`src/rtl/tetris_pkg.sv`:
```
// Shared playfield geometry, cell/piece types, the commit FSM state encoding
// and the tetromino offset table used by the piece commit writer.
package tetris_pkg;

    localparam int ROWS   = 20;
    localparam int COLS   = 10;
    localparam int CELL_W = 3;

    // Sized copies of the geometry for counter arithmetic.
    localparam logic signed [5:0] LAST_ROW  = 6'(ROWS - 1);
    localparam logic [3:0]        LAST_COL  = 4'(COLS - 1);
    localparam logic [4:0]        MAX_LINES = 5'(ROWS);

    typedef logic [CELL_W-1:0] cell_t;

    typedef enum logic [2:0] {
        EMPTY = 3'd0,
        I     = 3'd1,
        O     = 3'd2,
        T     = 3'd3,
        S     = 3'd4,
        Z     = 3'd5,
        J     = 3'd6,
        L     = 3'd7
    } piece_t;

    typedef enum logic [2:0] {
        ST_IDLE  = 3'd0,
        ST_WRITE = 3'd1,
        ST_CHECK = 3'd2,
        ST_COPY  = 3'd3,
        ST_FILL  = 3'd4,
        ST_DONE  = 3'd5
    } commit_state_t;

    // Each entry is {dr[1:0], dc[1:0]} inside the 4x4 bounding box,
    // indexed [piece][rotation][cell]. EMPTY has no cells; its entries are unused.
    localparam logic [3:0] SHAPE [8][4][4] = '{
        '{'{4'h0, 4'h0, 4'h0, 4'h0}, '{4'h0, 4'h0, 4'h0, 4'h0},
          '{4'h0, 4'h0, 4'h0, 4'h0}, '{4'h0, 4'h0, 4'h0, 4'h0}},   // EMPTY
        '{'{4'h4, 4'h5, 4'h6, 4'h7}, '{4'h2, 4'h6, 4'hA, 4'hE},
          '{4'h8, 4'h9, 4'hA, 4'hB}, '{4'h1, 4'h5, 4'h9, 4'hD}},   // I
        '{'{4'h1, 4'h2, 4'h5, 4'h6}, '{4'h1, 4'h2, 4'h5, 4'h6},
          '{4'h1, 4'h2, 4'h5, 4'h6}, '{4'h1, 4'h2, 4'h5, 4'h6}},   // O
        '{'{4'h1, 4'h4, 4'h5, 4'h6}, '{4'h1, 4'h5, 4'h6, 4'h9},
          '{4'h4, 4'h5, 4'h6, 4'h9}, '{4'h1, 4'h4, 4'h5, 4'h9}},   // T
        '{'{4'h1, 4'h2, 4'h4, 4'h5}, '{4'h1, 4'h5, 4'h6, 4'hA},
          '{4'h5, 4'h6, 4'h8, 4'h9}, '{4'h0, 4'h4, 4'h5, 4'h9}},   // S
        '{'{4'h0, 4'h1, 4'h5, 4'h6}, '{4'h2, 4'h5, 4'h6, 4'h9},
          '{4'h4, 4'h5, 4'h9, 4'hA}, '{4'h1, 4'h4, 4'h5, 4'h8}},   // Z
        '{'{4'h0, 4'h4, 4'h5, 4'h6}, '{4'h1, 4'h2, 4'h5, 4'h9},
          '{4'h4, 4'h5, 4'h6, 4'hA}, '{4'h1, 4'h5, 4'h8, 4'h9}},   // J
        '{'{4'h2, 4'h4, 4'h5, 4'h6}, '{4'h1, 4'h5, 4'h9, 4'hA},
          '{4'h4, 4'h5, 4'h6, 4'h8}, '{4'h0, 4'h1, 4'h5, 4'h9}}    // L
    };

    // Where to go once a source row has been handled: keep scanning while
    // src is still a real row, otherwise zero-fill any rows left above dst.
    function automatic commit_state_t row_exit_state(input logic [5:0] src,
                                                     input logic [5:0] dst);
        if (!src[5]) begin
            return ST_CHECK;
        end else if (!dst[5]) begin
            return ST_FILL;
        end else begin
            return ST_DONE;
        end
    endfunction

endpackage

```
`src/rtl/piece_cell_decoder.sv`:
```
// Maps (piece, rotation, bounding-box origin, cell index) to one absolute
// playfield cell and flags whether that cell lies inside the grid.
module piece_cell_decoder
    import tetris_pkg::*;
(
    input  logic [2:0] i_type,
    input  logic [1:0] i_rot,
    input  logic [5:0] i_origin_row,
    input  logic [4:0] i_origin_col,
    input  logic [1:0] i_k,
    output logic [4:0] o_row,
    output logic [3:0] o_col,
    output logic       o_in_bounds
);

    logic [3:0]        w_off;
    logic signed [6:0] w_row;
    logic signed [5:0] w_col;
    logic              w_row_ok;
    logic              w_col_ok;

    assign w_off = SHAPE[i_type][i_rot][i_k];

    // One extra bit of headroom so origin+3 can never wrap back into range.
    assign w_row = {i_origin_row[5], i_origin_row} + {5'b0, w_off[3:2]};
    assign w_col = {i_origin_col[4], i_origin_col} + {4'b0, w_off[1:0]};

    assign w_row_ok = !w_row[6] && (w_row[5:0] < 6'(ROWS));
    assign w_col_ok = !w_col[5] && (w_col[4:0] < 5'(COLS));

    assign o_row       = w_row[4:0];
    assign o_col       = w_col[3:0];
    // An EMPTY piece has no cells at all, so nothing is ever in bounds.
    assign o_in_bounds = (piece_t'(i_type) != EMPTY) && w_row_ok && w_col_ok;

endmodule

```
`src/rtl/piece_commit_writer.sv`:
```
// Writes a locked piece into the playfield grid store, then compacts the
// grid bottom-up, removing full rows and zero-filling the vacated top rows.
module piece_commit_writer
    import tetris_pkg::*;
(
    input  logic              clk,
    input  logic              reset,
    input  logic              lock_valid,
    output logic              lock_ready,
    input  logic [2:0]        piece_type,
    input  logic [1:0]        piece_rot,
    input  logic [5:0]        origin_row,
    input  logic [4:0]        origin_col,
    output logic [4:0]        rd_row,
    output logic [3:0]        rd_col,
    input  logic [CELL_W-1:0] rd_data,
    output logic              wr_en,
    output logic [4:0]        wr_row,
    output logic [3:0]        wr_col,
    output logic [CELL_W-1:0] wr_data,
    output logic              busy,
    output logic              done,
    output logic [4:0]        lines_cleared,
    output logic              oob
);

    commit_state_t     r_state;
    logic [2:0]        r_type;
    logic [1:0]        r_rot;
    logic [5:0]        r_orow;
    logic [4:0]        r_ocol;
    logic [1:0]        r_k;
    logic [3:0]        r_col;
    logic signed [5:0] r_src;
    logic signed [5:0] r_dst;
    logic              r_full;
    logic [4:0]        r_lines;
    logic              r_oob;

    logic [4:0]        w_cell_row;
    logic [3:0]        w_cell_col;
    logic              w_cell_in;
    logic              w_col_last;
    logic              w_row_full;
    logic signed [5:0] w_src_dec;
    logic signed [5:0] w_dst_dec;

    piece_cell_decoder u_decoder (
        .i_type       (r_type),
        .i_rot        (r_rot),
        .i_origin_row (r_orow),
        .i_origin_col (r_ocol),
        .i_k          (r_k),
        .o_row        (w_cell_row),
        .o_col        (w_cell_col),
        .o_in_bounds  (w_cell_in)
    );

    assign w_col_last = (r_col == LAST_COL);
    // Fullness including the cell being read this cycle.
    assign w_row_full = r_full && (rd_data != '0);
    assign w_src_dec  = r_src - 6'sd1;
    assign w_dst_dec  = r_dst - 6'sd1;

    // Status outputs follow the registered state directly.
    assign lock_ready    = (r_state == ST_IDLE);
    assign busy          = (r_state != ST_IDLE);
    assign done          = (r_state == ST_DONE);
    assign lines_cleared = r_lines;
    assign oob           = r_oob;

    // Grid port steering: reads and writes must land in the same cycle as
    // the state that owns them, so they are decoded from the state registers.
    always_comb begin
        rd_row  = '0;
        rd_col  = '0;
        wr_en   = 1'b0;
        wr_row  = '0;
        wr_col  = '0;
        wr_data = '0;
        case (r_state)
            ST_WRITE: begin
                wr_en   = w_cell_in;
                wr_row  = w_cell_row;
                wr_col  = w_cell_col;
                wr_data = r_type;
            end
            ST_CHECK: begin
                rd_row = r_src[4:0];
                rd_col = r_col;
            end
            ST_COPY: begin
                rd_row  = r_src[4:0];
                rd_col  = r_col;
                wr_en   = 1'b1;
                wr_row  = r_dst[4:0];
                wr_col  = r_col;
                wr_data = rd_data;
            end
            ST_FILL: begin
                wr_en  = 1'b1;
                wr_row = r_dst[4:0];
                wr_col = r_col;
            end
            default: begin
            end
        endcase
    end

    // Commit sequencer: piece write, then row-by-row scan/copy, then top fill.
    always_ff @(posedge clk) begin
        if (reset) begin
            r_state <= ST_IDLE;
            r_type  <= '0;
            r_rot   <= '0;
            r_orow  <= '0;
            r_ocol  <= '0;
            r_k     <= '0;
            r_col   <= '0;
            r_src   <= '0;
            r_dst   <= '0;
            r_full  <= 1'b0;
            r_lines <= '0;
            r_oob   <= 1'b0;
        end else begin
            case (r_state)
                ST_IDLE: begin
                    if (lock_valid) begin
                        r_type  <= piece_type;
                        r_rot   <= piece_rot;
                        r_orow  <= origin_row;
                        r_ocol  <= origin_col;
                        r_k     <= '0;
                        r_lines <= '0;
                        r_oob   <= 1'b0;
                        r_state <= ST_WRITE;
                    end
                end
                ST_WRITE: begin
                    if ((r_type != 3'd0) && !w_cell_in) begin
                        r_oob <= 1'b1;
                    end
                    r_k <= r_k + 2'd1;
                    if (r_k == 2'd3) begin
                        r_src   <= LAST_ROW;
                        r_dst   <= LAST_ROW;
                        r_full  <= 1'b1;
                        r_col   <= '0;
                        r_state <= ST_CHECK;
                    end
                end
                ST_CHECK: begin
                    r_full <= w_row_full;
                    r_col  <= w_col_last ? 4'd0 : r_col + 4'd1;
                    if (w_col_last) begin
                        if (w_row_full) begin
                            // Drop this row: dst stays, so the next kept row lands here.
                            if (r_lines < MAX_LINES) begin
                                r_lines <= r_lines + 5'd1;
                            end
                            r_src   <= w_src_dec;
                            r_full  <= 1'b1;
                            r_state <= row_exit_state(w_src_dec, r_dst);
                        end else if (r_src == r_dst) begin
                            // Row already sits where it belongs.
                            r_src   <= w_src_dec;
                            r_dst   <= w_dst_dec;
                            r_full  <= 1'b1;
                            r_state <= row_exit_state(w_src_dec, w_dst_dec);
                        end else begin
                            r_state <= ST_COPY;
                        end
                    end
                end
                ST_COPY: begin
                    r_col <= w_col_last ? 4'd0 : r_col + 4'd1;
                    if (w_col_last) begin
                        r_src   <= w_src_dec;
                        r_dst   <= w_dst_dec;
                        r_full  <= 1'b1;
                        r_state <= row_exit_state(w_src_dec, w_dst_dec);
                    end
                end
                ST_FILL: begin
                    r_col <= w_col_last ? 4'd0 : r_col + 4'd1;
                    if (w_col_last) begin
                        r_dst <= w_dst_dec;
                        if (w_dst_dec[5]) begin
                            r_state <= ST_DONE;
                        end
                    end
                end
                ST_DONE: begin
                    r_state <= ST_IDLE;
                end
                default: begin
                    r_state <= ST_IDLE;
                end
            endcase
        end
    end

endmodule

```
`config.mk`:
```
export PLATFORM = sky130hd
export DESIGN_NAME = piece_commit_writer
export DESIGN_NICKNAME = d
export VERILOG_FILES = /design/src/rtl/tetris_pkg.sv /design/src/rtl/piece_cell_decoder.sv /design/src/rtl/piece_commit_writer.sv
export SDC_FILE = /design/constraint.sdc
export NUM_CORES = 1
export LEC_CHECK = 0
export CORE_UTILIZATION = 55
export DETAILED_ROUTE_END_ITERATION = 8
export PLACE_DENSITY = 0.83
export SYNTH_ARGS = -nofsm -noshare
export SYNTH_HDL_FRONTEND = slang
export SYNTH_SLANG_ARGS = --single-unit
export TNS_END_PERCENT = 10
```
`constraint.sdc`:
```
create_clock -name clk -period 5.6 [get_ports clk]
set_input_delay 0.84 -clock clk [delete_from_list [all_inputs] [get_ports clk]]
set_output_delay 0.84 -clock clk [all_outputs]
set_load 0.1 [all_outputs]
```
==> results.toml <==
[status]
outcome = "finished clean"

[layout]
multiInputGateArea_um2 = 2310
finish.instance_area_um2 = 4030
mostFrequentLayoutCell = "sky130_fd_sc_hd__nand2_1"
layout.cells.most_common_list = "sky130_fd_sc_hd__nand2_1, sky130_fd_sc_hd__a21oi_1, sky130_fd_sc_hd__clkdlybuf4s50_1"
final_layout_size_suffix_gt1_frac = 0.103
seqCellArea_um2 = 885
final_nets = 526
antenna_cells_inserted = 0
count_of_filler_cells_inserted_in_the_layout = 509
syn2layout_area_growth_pct = 19.4

[routing]
postRouteAntennaNets = 0
route.detailed.vias_per_inst = 6.01
drt-total-wl_um = 8600
avgRoutedWirePerCell_um = 15.3
detailedRoute.firstPassIterationCount = 5
drt_drc_violations_left = 0
drt_iter0_markers = 263
vias = 3377

[power]
ir_worst_vdd_mv = 0.125
power_frac_comb = 0.242
power.leakage_nw = 1.49
report.power.total_uw = 817
power.share.clock = 0.335
total_switching_power_uw = 273
p_int_uw = 544
pwr_density_cell_nw_per_um2 = 203
p_sw_frac = 0.334
relative_contribution_of_sequential_cells_to_total_power = 0.423

[grt]
global_route.usage.met3 = 0.0364
pin_count_of_the_biggest_net_entering_global_routing = 39
met2_usage = 0.449
gr-max-usage-layer = "met2"
gr-usage-met1 = 0.389
antenna_found_initial = 0
grt_pass1_wl_um = 14200
first_global_vias = 3017
groute.usage.overall = 0.280
globalRouteOverflowTotal = 0

[timing]
finalSetupViolations = 0
final.setup_skew_ps = 17.9
timing_worst_slew_pin_value_ps = 969
max_freq_mhz = 187
report.final.hold_viol_count = 0
relSlewSlack = 0.351
period_share = 0.957
timing.final.crit_period_ps = 5360
grt_setup_unrepaired = "no"
timing_max_transition_violations_final = 0

[floorplan]
floorplan.die_area_um2 = 6460
i_o_pin_count = 53
chipHeight_um = 80.4
fp-row-count = 28
die_width_um = 80.4
initial_utilization = 0.571
core_um2 = 5920

[yosys]
yosysSeqAreaShare = 0.261
netlist_instances = 449
synth.cell_area_um2 = 3380
synth-main-ff-cell = "sky130_fd_sc_hd__dfxtp_1"
synth_enable_flop_cells = 0
synth-warning-count = 0
synth_seq_cells = 44
number_of_different_library_cells_in_the_post_synthesis_netlist = 70
post_synth.cell_area_avg_um2 = 7.52
ys_async_sr_fraction = 0
syn-num-nets = 489

[clock_tree]
cts_max_path_buffers = 2
ctsHtreeMaxLevel = 2
tritoncts = "done"
cts_inserted_buffers = 5
worst_setup_hold_path_clk_slew_ps = 100
ctsRootBufferMaster = "sky130_fd_sc_hd__clkbuf_8"
post_cts.repair.setup_buffers = 0
clk-insertion-delay-late_ps = 320
clock_sink_count = 44

[min_path]
hold_class = "register to register"

[place]
place.port_buffers = 52
place_area_um2 = 3910
detailedPlacementHpwl_um = 6230
finalWeightedCongestion = 0.871

[job]
maxCapViolCount = 0

[setup_path]
critPathCaptureType = "output pin"
critical_path_start_type = "register"
worst-setup-path-type = "register to output pin"
critical_path_arrival_ps = 4520
critical_path_peak_fanout = 17
data_required_time_of_the_worst_path_ps = 4760
==> power by group through the flow <==
stage | Clock, mW | Combinational, mW | Sequential [mW]
floorplan | 0 | 0.146 | 0.346
CTS | 0.272 | 0.198 | 0.345
global route | 0.285 | 0.214 | 0.348
detailed placement | 0 | 0.196 | 0.352
finish | 0.274 | 0.198 | 0.345
global placement | 0 | 0.194 | 0.351
==> registers in the layout (all words and copies together) (netlist names) <==
signal	cells
r_dst	6
r_orow	6
r_src	6
lines_cleared	5
r_ocol	5
r_col	4
r_state	3
r_type	3
r_k	2
r_rot	2
oob	1
r_full	1
==> cell usage after synthesis, drive strengths merged (2+ instances only) <==
library cell	n	area (µm²)
a211oi	5	37.5
a21boi	2	15.0
a21oi	46	234
a22o	3	26.3
a311oi	4	35.0
a31o	2	17.5
a31oi	7	50.1
a32oi	2	17.5
a41oi	3	26.3
and2	10	62.6
and3	3	18.8
buf	9	48.8
clkbuf	18	67.6
dfxtp	44	881
fa	2	40.0
ha	16	200
inv	19	71.3
mux2i	9	90.1
mux4	2	45.0
nand2	66	250
nand2b	9	56.3
nand3	11	55.1
nand3b	2	15.0
nand4	2	12.5
nand4b	2	17.5
nor2	35	131
nor2b	6	37.5
nor3	9	50.1
nor3b	4	40.0
nor4	3	40.0
o211ai	6	50.1
o21ai	30	158
o221ai	2	17.5
o22ai	6	37.5
or2	5	31.3
or3	6	37.5
xnor2	10	87.6
xor2	12	105
==> cell type report <==
class,count,share of cell area
repair buffers,57,0.136
multi-input cells,359,0.574
well taps,75,0.0233
inverters,19,0.0177
flip-flops and latches,44,0.219
clock buffers,6,0.0205
clock inverters,2,0.00962
==> worst paths after layout <==
path	startpoint	end	slack, ps	cells after the start
min	r_ocol[0]$_SDFFE_PP0P_	r_ocol[0]$_SDFFE_PP0P_	470	2
max reg2reg	r_type[2]$_SDFFE_PP0P_	oob$_SDFFE_PP0P_	1510	13
max	r_type[2]$_SDFFE_PP0P_	wr_en	240	14
min reg2reg	r_ocol[0]$_SDFFE_PP0P_	r_ocol[0]$_SDFFE_PP0P_	470	2
==> routing by layer <==
metal	part of all wire	up-vias
met2	0.47	106
met4	0.0097	0
met5	0	-
met3	0.051	7
li1	-	1667
met1	0.47	1597
==> logic make-up after synthesis <==
logic type / synth area share
simple gates: 0.266
compound gates: 0.246
buf+inv: 0.0556
flops: 0.261
xor+xnor: 0.0570
fa+ha+maj: 0.0711
mux: 0.0433
==> repair_timing <==
item / 4_1_cts / 5_1_grt
resized for setup: 0 / 3
hold buffers: 0 / 0
setup endpoints to repair: 0 / 1
==> critical path, stage by stage (launching register included) <==
cell	delay (ps)
sky130_fd_sc_hd__dfxtp_1	770
sky130_fd_sc_hd__inv_2	240
sky130_fd_sc_hd__o21ai_0	220
sky130_fd_sc_hd__a21oi_1	90
sky130_fd_sc_hd__mux4_2	470
sky130_fd_sc_hd__mux2_2	300
sky130_fd_sc_hd__ha_1	220
sky130_fd_sc_hd__fa_1	410
sky130_fd_sc_hd__and3_1	210
sky130_fd_sc_hd__or2_2	270
sky130_fd_sc_hd__a22o_1	190
sky130_fd_sc_hd__a221oi_1	310
sky130_fd_sc_hd__nor2_1	100
sky130_fd_sc_hd__o21ai_2	190
sky130_fd_sc_hd__buf_12	200
==> through the flow <==
| stage | TNS, ps | instances | worst slack (ps) | utilization | hold slack (ps) |
|---|---|---|---|---|---|
| detailed placement | 0 | 554 | 432 | 0.660 | 454 |
| global route | 0 | 562 | 7.81 | 0.681 | 488 |
| global placement | 0 | 554 | 547 | 0.660 | 444 |
| finish | 0 | 562 | 240 | 0.681 | 468 |
| floorplan | -182 | 449 | -94.9 | - | 441 |
| CTS | 0 | 562 | 68.8 | 0.680 | 466 |
(Power assumes the default switching activity.)
